File: src/rtl/pipe_hazard_ctrl_if.sv
// Pipeline-side bundle for the hazard controller: stage contents and handshake in,
// stall/flush controls and status out.
interface pipe_hazard_ctrl_if;
    logic [4:0]  id_rs1;
    logic [4:0]  id_rs2;
    logic        id_use_rs1;
    logic        id_use_rs2;
    logic [4:0]  ex_rd;
    logic        ex_mem_read;
    logic        ex_redirect;
    logic        mem_req;
    logic        dmem_ready;
    logic        dmem_valid;
    logic        pc_stall;
    logic        if_id_stall;
    logic        id_ex_stall;
    logic        ex_mem_stall;
    logic        if_id_flush;
    logic        id_ex_flush;
    logic        ex_mem_flush;
    logic        mem_err;
    logic [31:0] stall_cycles;

    // The pipeline datapath owns the master side; the controller is the slave.
    modport master (
        output id_rs1, id_rs2, id_use_rs1, id_use_rs2, ex_rd, ex_mem_read,
               ex_redirect, mem_req, dmem_ready,
        input  dmem_valid, pc_stall, if_id_stall, id_ex_stall, ex_mem_stall,
               if_id_flush, id_ex_flush, ex_mem_flush, mem_err, stall_cycles
    );

    modport slave (
        input  id_rs1, id_rs2, id_use_rs1, id_use_rs2, ex_rd, ex_mem_read,
               ex_redirect, mem_req, dmem_ready,
        output dmem_valid, pc_stall, if_id_stall, id_ex_stall, ex_mem_stall,
               if_id_flush, id_ex_flush, ex_mem_flush, mem_err, stall_cycles
    );
endinterface

File: src/rtl/pipe_hazard_ctrl.sv
// Stall/flush sequencer for the five-stage pipeline: load-use interlock, data-memory
// wait with watchdog abort, and branch/jump squash window.
module pipe_hazard_ctrl #(
    parameter int FETCH_LAT   = 1,
    parameter int MEM_TIMEOUT = 255
) (
    input  logic               clk,
    input  logic               reset,
    pipe_hazard_ctrl_if.slave  hz
);

    typedef enum logic [1:0] {
        RUN      = 2'd0,
        MEM_WAIT = 2'd1,
        SQUASH   = 2'd2
    } state_t;

    localparam logic [15:0] TIMEOUT = 16'(MEM_TIMEOUT);
    localparam logic [1:0]  SQ_INIT = 2'(FETCH_LAT);

    state_t      state;
    state_t      state_nxt;
    logic [15:0] wait_cnt;
    logic [15:0] wait_cnt_nxt;
    logic [1:0]  sq_cnt;
    logic [1:0]  sq_cnt_nxt;
    logic        mem_err_q;
    logic        mem_err_set;
    logic [31:0] stall_cnt;

    logic        stall_all;
    logic        dmem_valid;
    logic        pc_stall;
    logic        if_id_stall;
    logic        if_id_flush;
    logic        id_ex_flush;
    logic        ex_mem_flush;
    logic        load_use;
    logic        mem_block;

    assign load_use = hz.ex_mem_read && (hz.ex_rd != 5'd0) &&
                      ((hz.id_use_rs1 && (hz.id_rs1 == hz.ex_rd)) ||
                       (hz.id_use_rs2 && (hz.id_rs2 == hz.ex_rd)));

    assign mem_block = hz.mem_req && !hz.dmem_ready;

    // Next-state and control decode. Reset forces every control low in the same
    // cycle. A stall taken in SQUASH keeps sq_cnt frozen, and the squash resumes
    // with the release cycle of the memory wait so no wrong-path fetch slips into IF/ID.
    always_comb begin
        state_nxt    = state;
        wait_cnt_nxt = wait_cnt;
        sq_cnt_nxt   = sq_cnt;
        mem_err_set  = 1'b0;
        stall_all    = 1'b0;
        dmem_valid   = 1'b0;
        pc_stall     = 1'b0;
        if_id_stall  = 1'b0;
        if_id_flush  = 1'b0;
        id_ex_flush  = 1'b0;
        ex_mem_flush = 1'b0;
        if (!reset) begin
            case (state)
                RUN: begin
                    dmem_valid = hz.mem_req;
                    if (mem_block) begin
                        stall_all    = 1'b1;
                        state_nxt    = MEM_WAIT;
                        wait_cnt_nxt = 16'd1;
                    end else if (hz.ex_redirect) begin
                        if_id_flush = 1'b1;
                        id_ex_flush = 1'b1;
                        state_nxt   = SQUASH;
                        sq_cnt_nxt  = SQ_INIT;
                    end else if (load_use) begin
                        pc_stall    = 1'b1;
                        if_id_stall = 1'b1;
                        id_ex_flush = 1'b1;
                    end
                end
                SQUASH: begin
                    dmem_valid = hz.mem_req;
                    if (mem_block) begin
                        stall_all    = 1'b1;
                        state_nxt    = MEM_WAIT;
                        wait_cnt_nxt = 16'd1;
                    end else begin
                        if_id_flush = 1'b1;
                        if (sq_cnt <= 2'd1) begin
                            sq_cnt_nxt = 2'd0;
                            state_nxt  = RUN;
                        end else begin
                            sq_cnt_nxt = sq_cnt - 2'd1;
                        end
                    end
                end
                MEM_WAIT: begin
                    dmem_valid = 1'b1;
                    if (hz.dmem_ready || (wait_cnt >= TIMEOUT)) begin
                        if (!hz.dmem_ready) begin
                            ex_mem_flush = 1'b1;
                            mem_err_set  = 1'b1;
                        end
                        wait_cnt_nxt = 16'd0;
                        if (sq_cnt != 2'd0) begin
                            if_id_flush = 1'b1;
                            sq_cnt_nxt  = sq_cnt - 2'd1;
                            state_nxt   = (sq_cnt == 2'd1) ? RUN : SQUASH;
                        end else begin
                            state_nxt = RUN;
                        end
                    end else begin
                        stall_all    = 1'b1;
                        wait_cnt_nxt = wait_cnt + 16'd1;
                    end
                end
                default: begin
                    state_nxt    = RUN;
                    wait_cnt_nxt = 16'd0;
                    sq_cnt_nxt   = 2'd0;
                end
            endcase
        end
    end

    // State, watchdog, squash counter, sticky error and saturating stall counter.
    always_ff @(posedge clk) begin
        if (reset) begin
            state     <= RUN;
            wait_cnt  <= 16'd0;
            sq_cnt    <= 2'd0;
            mem_err_q <= 1'b0;
            stall_cnt <= 32'd0;
        end else begin
            state     <= state_nxt;
            wait_cnt  <= wait_cnt_nxt;
            sq_cnt    <= sq_cnt_nxt;
            mem_err_q <= mem_err_q | mem_err_set;
            if (hz.pc_stall && (stall_cnt != 32'hFFFF_FFFF)) begin
                stall_cnt <= stall_cnt + 32'd1;
            end
        end
    end

    assign hz.dmem_valid   = dmem_valid;
    assign hz.pc_stall     = stall_all | pc_stall;
    assign hz.if_id_stall  = (stall_all | if_id_stall) & ~if_id_flush;
    assign hz.id_ex_stall  = stall_all & ~id_ex_flush;
    assign hz.ex_mem_stall = stall_all & ~ex_mem_flush;
    assign hz.if_id_flush  = if_id_flush;
    assign hz.id_ex_flush  = id_ex_flush;
    assign hz.ex_mem_flush = ex_mem_flush;
    assign hz.mem_err      = mem_err_q;
    assign hz.stall_cycles = stall_cnt;

endmodule

File: src/flat_wrapper.sv
// flat-port wrapper written by rule: the top's interface ports become plain ports
module pipe_hazard_ctrl_flat 
#(
    parameter int FETCH_LAT   = 1,
    parameter int MEM_TIMEOUT = 255
)
  (clk, reset, hz_id_rs1, hz_id_rs2, hz_id_use_rs1, hz_id_use_rs2, hz_ex_rd, hz_ex_mem_read, hz_ex_redirect, hz_mem_req, hz_dmem_ready, hz_dmem_valid, hz_pc_stall, hz_if_id_stall, hz_id_ex_stall, hz_ex_mem_stall, hz_if_id_flush, hz_id_ex_flush, hz_ex_mem_flush, hz_mem_err, hz_stall_cycles);
  pipe_hazard_ctrl_if hz_i ();
  input  logic clk;
  input  logic reset;
  input wire logic [$bits(hz_i.id_rs1)-1:0] hz_id_rs1;
  input wire logic [$bits(hz_i.id_rs2)-1:0] hz_id_rs2;
  input wire logic [$bits(hz_i.id_use_rs1)-1:0] hz_id_use_rs1;
  input wire logic [$bits(hz_i.id_use_rs2)-1:0] hz_id_use_rs2;
  input wire logic [$bits(hz_i.ex_rd)-1:0] hz_ex_rd;
  input wire logic [$bits(hz_i.ex_mem_read)-1:0] hz_ex_mem_read;
  input wire logic [$bits(hz_i.ex_redirect)-1:0] hz_ex_redirect;
  input wire logic [$bits(hz_i.mem_req)-1:0] hz_mem_req;
  input wire logic [$bits(hz_i.dmem_ready)-1:0] hz_dmem_ready;
  output wire logic [$bits(hz_i.dmem_valid)-1:0] hz_dmem_valid;
  output wire logic [$bits(hz_i.pc_stall)-1:0] hz_pc_stall;
  output wire logic [$bits(hz_i.if_id_stall)-1:0] hz_if_id_stall;
  output wire logic [$bits(hz_i.id_ex_stall)-1:0] hz_id_ex_stall;
  output wire logic [$bits(hz_i.ex_mem_stall)-1:0] hz_ex_mem_stall;
  output wire logic [$bits(hz_i.if_id_flush)-1:0] hz_if_id_flush;
  output wire logic [$bits(hz_i.id_ex_flush)-1:0] hz_id_ex_flush;
  output wire logic [$bits(hz_i.ex_mem_flush)-1:0] hz_ex_mem_flush;
  output wire logic [$bits(hz_i.mem_err)-1:0] hz_mem_err;
  output wire logic [$bits(hz_i.stall_cycles)-1:0] hz_stall_cycles;
  assign hz_i.id_rs1 = hz_id_rs1;
  assign hz_i.id_rs2 = hz_id_rs2;
  assign hz_i.id_use_rs1 = hz_id_use_rs1;
  assign hz_i.id_use_rs2 = hz_id_use_rs2;
  assign hz_i.ex_rd = hz_ex_rd;
  assign hz_i.ex_mem_read = hz_ex_mem_read;
  assign hz_i.ex_redirect = hz_ex_redirect;
  assign hz_i.mem_req = hz_mem_req;
  assign hz_i.dmem_ready = hz_dmem_ready;
  assign hz_dmem_valid = hz_i.dmem_valid;
  assign hz_pc_stall = hz_i.pc_stall;
  assign hz_if_id_stall = hz_i.if_id_stall;
  assign hz_id_ex_stall = hz_i.id_ex_stall;
  assign hz_ex_mem_stall = hz_i.ex_mem_stall;
  assign hz_if_id_flush = hz_i.if_id_flush;
  assign hz_id_ex_flush = hz_i.id_ex_flush;
  assign hz_ex_mem_flush = hz_i.ex_mem_flush;
  assign hz_mem_err = hz_i.mem_err;
  assign hz_stall_cycles = hz_i.stall_cycles;
  pipe_hazard_ctrl #(.FETCH_LAT(FETCH_LAT), .MEM_TIMEOUT(MEM_TIMEOUT)) u_core (.clk(clk), .reset(reset), .hz(hz_i));
endmodule
File: config.mk
export PLATFORM = sky130hd
export DESIGN_NAME = pipe_hazard_ctrl_flat
export DESIGN_NICKNAME = d
export VERILOG_FILES = /design/src/rtl/pipe_hazard_ctrl_if.sv /design/src/rtl/pipe_hazard_ctrl.sv /design/src/flat_wrapper.sv
export SDC_FILE = /design/constraint.sdc
export NUM_CORES = 1
export LEC_CHECK = 0
export ABC_AREA = 1
export BUFFER_PORTS_ARGS = -buffer_cell sky130_fd_sc_hd__buf_2
export CORE_ASPECT_RATIO = 1.75
export CORE_MARGIN = 4
export CORE_UTILIZATION = 53
export DETAILED_ROUTE_END_ITERATION = 10
export PLACE_DENSITY = 0.77
export SYNTH_ARGS = -nofsm -noshare
export SYNTH_HDL_FRONTEND = slang
export SYNTH_SLANG_ARGS = --single-unit
export TNS_END_PERCENT = 30
File: constraint.sdc
create_clock -name clk -period 2.4 [get_ports clk]
set_clock_uncertainty 0.1 [all_clocks]
set_input_delay 0.24 -clock clk [delete_from_list [all_inputs] [get_ports clk]]
set_output_delay 0.24 -clock clk [all_outputs]
set_load 0.02 [all_outputs]
* Yosys cells after proc, flatten, opt, wreduce, memory -nomap -nowiden
Index checks and enable logic that the tools add are counted.
** Operators by class
- Add/subtract/negate cells :: 3
- $lt $le $gt $ge :: 2
- Eq/ne operators :: 14
- Mux-type cells :: 44
- Bitwise gates (word level) :: 8
- Reduce and logical (&&, ||, !) cells :: 15
** Operators by type and width (count)
- $add A32 B1 Y32 const B :: 1
- $mux W16 :: 2
- $ne A32 B32 Y1 const B :: 1
- $pmux W16 S2 :: 1
- $mux W2 :: 13
- $mux W1 :: 23
- $add A16 B1 Y16 const B :: 1
- $ge A16 B8 Y1 const B :: 1
- $pmux W2 S3 :: 2
- $eq A5 B5 Y1 :: 2
- $logic_and A1 B1 Y1 :: 6
- $ne A2 B1 Y1 const B :: 3
- $ne A2 B2 Y1 const B :: 3
- $reduce_and A5 Y1 :: 1
- $reduce_bool A5 Y1 :: 1
- $eq A2 B1 Y1 const B :: 2
- $pmux W1 S2 :: 2
- $and A1 B1 Y1 :: 3
- $ne A3 B1 Y1 const B :: 1
- $ne A3 B2 Y1 const B :: 1
- $not A1 Y1 :: 3
- $pmux W1 S3 :: 1
- $reduce_and A3 Y1 :: 1
- $eq A2 B2 Y1 const B :: 1
- 8 further kinds :: 10
** Word-level totals
- Register bits after elaboration :: 53
- Bits of input ports :: 23
- Output and inout bits :: 41
- Word-level logic and storage cells :: 91

* Longest topological paths before layout
- Depth after elaboration :: 11
- Depth in mapped cells :: 12
- Gate-level depth less buffers :: 11

* Worst setup path before layout
No wires, ideal clock.
- Path type :: reg-to-reg
- From :: reg u_core.stall_cnt[0], in the netlist u_core.hz.stall_cycles[0]
- To :: reg u_core.stall_cnt[1], in the netlist u_core.hz.stall_cycles[1]
- Library setup time :: 132 ps
- Data arrival time :: 1806 ps
- Required time :: 2168 ps
- Slack :: 362 ps
- Cell stages (with the launch flop) :: 10
- Path buffers :: 1
- Period minus slack after synthesis :: 2038 ps
- Cells stage by stage :: dfxtp_1 -> ha_1 -> nand2_2 -> nor2_4 -> nand2_2 -> nor2_4 -> nand4_4 -> clkbuf_1 -> nand3_1 -> a21oi_1
** On the way
- Longest elaborated chain between the ends :: 2
- Elaborated cells between the ends (all ways) :: 3
- Classes of those cells :: 1 x add/sub; 1 x eq/ne; 1 x reduce/logical
** RTL lines
- start: declaration :: line pipe_hazard_ctrl.sv:29 : logic [31:0] stall_cnt;
- start signal: assignment :: line pipe_hazard_ctrl.sv:140 : stall_cnt <= stall_cnt + 32'd1;
- branches (longest 2 deep; another with $add A32 B1 Y32)
Parallel ways; which one is timed is not known.
A chain may end at the register's enable or synchronous reset.

* Final worst setup path
- From :: reg u_core.wait_cnt[1]
- To :: out hz_pc_stall
** On the way
- Longest elaborated chain between the ends :: 6
** RTL lines
- start: declaration :: line pipe_hazard_ctrl.sv:23 : logic [15:0] wait_cnt;
- start signal: assignment :: line pipe_hazard_ctrl.sv:136 : wait_cnt <= wait_cnt_nxt;
- $ge A16 B8 Y1 :: line pipe_hazard_ctrl.sv:99 : if (hz.dmem_ready || (wait_cnt >= TIMEOUT)) begin
- $logic_or A1 B1 Y1 :: line pipe_hazard_ctrl.sv:99
- $mux W1 :: line pipe_hazard_ctrl.sv:99
- $pmux W1 S2 :: line pipe_hazard_ctrl.sv:63 : case (state)
- $mux W1 :: line pipe_hazard_ctrl.sv:62 : if (!reset) begin
- $or A1 B1 Y1 :: line pipe_hazard_ctrl.sv:146 : assign hz.pc_stall = stall_all | pc_stall;
- end: declaration :: line flat_wrapper.sv:21 : output wire logic [$bits(hz_i.pc_stall)-1:0] hz_pc_stall;
No other way between the ends.

==> flow_metrics.tcl <==
set metrics [dict create \
    globalRouteTotalUtil 0.272 \
    routed_wl_um 9650 \
    cts_made_buffers 5 \
    die_w_um 67.8 \
    multi_input_area_um2 1980 \
    dr.pass1.iters 4 \
    cap_violations 0 \
    ctsHoldBuffers 0 \
    syn2layout_area_growth_pct 15.8 \
    clockBufferDepth 2 \
    die-area_um2 7650 \
    clk_latency_ps 330 \
    max-slew-margin-rel 0.677 \
    die_h_um 113 \
    p_leak_uw 0.00174 \
    ys_warn_count 0 \
    slowest_delay_ps 370 \
    drt-initial-drc-count 196 \
    seq_area_um2 1060 \
    initial_core_util 0.556 \
    fin_tns_setup_ps 0 \
    avgSynthCellArea_um2 6.24 \
    worstSetupPathType "reg -> out" \
    port_buffers 63 \
    dp_cells 670 \
    vdd_drop_max_v 0.000396 \
    status "completed" \
    drcViolationCount 0 \
    grt-ovfl-total 0 \
    drive_above_1_share 0.165 \
    cp_max_fo 15 \
    grt_pass1_vias 3497 \
    syn_area_um2 3320 \
    synth-seq-cells 53 \
    synthTopCellsByArea "dfxtp_1 32%, nand2_1 19%, nand3_1 7.7%, nor2_1 7.5%, a21oi_1 6.5%" \
    crit_chain "ha_1 -> nand2_1 -> nor2_2 -> nand3_2 -> nand3_2 -> nand2_1 -> nand2_2 -> nand2_8 -> buf_2" \
    n_antenna_cell 0 \
    num_vias 3604 \
    fmax_ghz 0.440 \
    critPathBufInv 1 \
    gp_routability_congestion 0.979 \
    ios 64 \
    htree_num_levels 2 \
    setup_viol 0 \
    synthCells 532 \
    fillerInstances 615 \
    synthDominantCellAreaShare 0.319 \
    cts-resized-gates 0 \
    rows 37 \
    cp-start-kind "flop" \
    critPathRequiredTime_ps 2060 \
    wl_per_cell_um 14.2 \
    ys_types 31 \
    finalHoldViolCount 0 \
    power_density_nw_per_um2 431 \
    synth_top_area_cell "dfxtp_1" \
    tritoncts "yes" \
    fin_nets 628 \
    critPathTopFamily "simple AND/OR/NAND/NOR gates" \
    maxSlewViolCount 0 \
    viasPerCell 5.32 \
    post-cts-setup-buffers 0 \
    clk_pin_slew_ps 100 \
    period_minus_slack_ps 2270 \
    crit_path_end_kind "output pin" \
    final_cell_count_no_fill 678 \
    hold_path_class "in -> reg" \
    arrival_ps 1930 \
    synth_seq_area_share 0.319 \
    grt_first_pass_wirelength_um 16000 \
    antenna_found_initial 0 \
    dp_hpwl_um 7560 \
    tightest_slew_ps 481 \
    cts_sinks 53 \
    cp_slowest_cell "dfxtp_1" \
    post-route-period-util 0.946 \
    antenna_left 0 \
    cts-root-buf "clkbuf_8" \
    core_region_area_um2 5970 \
    grt_max_degree 33 \
    syn-num-nets 561 \
]
-- worst paths after layout --
check	from	slack [ps]	end	cells past startpoint
worst max-delay path	u_core.wait_cnt[1]$_SDFFE_PP0P_	130	hz_pc_stall	9
worst max register to register	u_core.wait_cnt[1]$_SDFFE_PP0P_	270	u_core.hz.stall_cycles[6]$_SDFFE_PP0P_	11
worst min-delay path	hz_dmem_ready	170	u_core.hz.mem_err$_SDFF_PP0_	4
worst min register to register	u_core.wait_cnt[12]$_SDFFE_PP0P_	350	u_core.wait_cnt[12]$_SDFFE_PP0P_	2
-- per-stage QoR --
stage	util	area, um2	worst slack, ps	total power (uW)	hold slack (ps)
3_3_place_gp	0.625	3730	300	1120	326
4_1_cts	0.641	3830	63.4	1660	166
5_1_grt	0.644	3850	-21.9	1730	216
2_1_floorplan	-	3320	362	1060	318
3_5_place_dp	0.625	3730	243	1130	331
6_report	0.644	3850	129	1660	173
-- report_power, final --
part	switching [uW]	internal, uW	leakage [uW]
Sequential	14.6	891	0.000428
Combinational	136	68.4	0.00126
Clock	329	217	0.0000495
Total	480	1180	0.00174
-- placed cells by master (no fill, tap or decap), drive strengths merged --
master,count
o31a,1
a221oi,1
o21ai,10
inv,57
buf,75
xor2,15
a31oi,1
nand3b,6
o32ai,1
clkbuf,5
dfxtp,53
nor3,17
a21oi,43
nand4,6
ha,6
xnor2,5
nor4,1
nand2,175
nor2,69
nand3,52
or2,1
-- sequential cells by signal (all words and copies together), names as in the netlist --
name                    cells
u_core.hz.stall_cycles     32
u_core.hz.mem_err           1
u_core.wait_cnt            16
u_core.sq_cnt               2
u_core.state                2
-- metal layers --
| layer | share of wire | wire (um) | track usage |
|---|---|---|---|
| met1 | 0.36 | 3520 | 0.269 |
| met2 | 0.55 | 5280 | 0.522 |
| met3 | 0.043 | 416 | 0.0397 |
| met4 | 0.045 | 437 | 0.125 |
| met5 | 0 | 0 | 0 |
-- cell usage after synthesis (all sizes together) --
cell type	instances
nand2	175
nor2	69
inv	54
dfxtp	53
nand3	52
a21oi	43
nor3	17
xor2	15
o21ai	10
clkbuf	9
buf	6
ha	6
nand3b	6
nand4	6
xnor2	5
a221oi	1
a31oi	1
nor4	1
o31a	1
o32ai	1
or2	1
-- worst register-to-register path, cell delays in order, from the launching register on --
cell	delay [ps]
dfxtp_1	370
ha_1	180
nand2_1	90
nor2_2	130
nand3_2	130
nand3_2	150
nand2_1	80
nand2_2	160
nand2_8	130
nand2_4	320
nand2_1	100
a21oi_1	140
-- final cells by class --
class / count / area share
Inverter: 54 / 0.0527
Timing Repair Buffer: 75 / 0.105
Multi-Input combinational cell: 410 / 0.516
Sequential cell: 53 / 0.276
Tap cell: 78 / 0.0254
Clock inverter: 3 / 0.00683
Clock buffer: 5 / 0.0179
-- kinds of logic after synthesis --
group | synth area share
compound gates | 0.0896
xor+xnor | 0.0527
fa+ha+maj | 0.0226
buf+inv | 0.0885
flops | 0.319
simple gates | 0.427
Note: power is estimated with default switching activity, not from simulation.
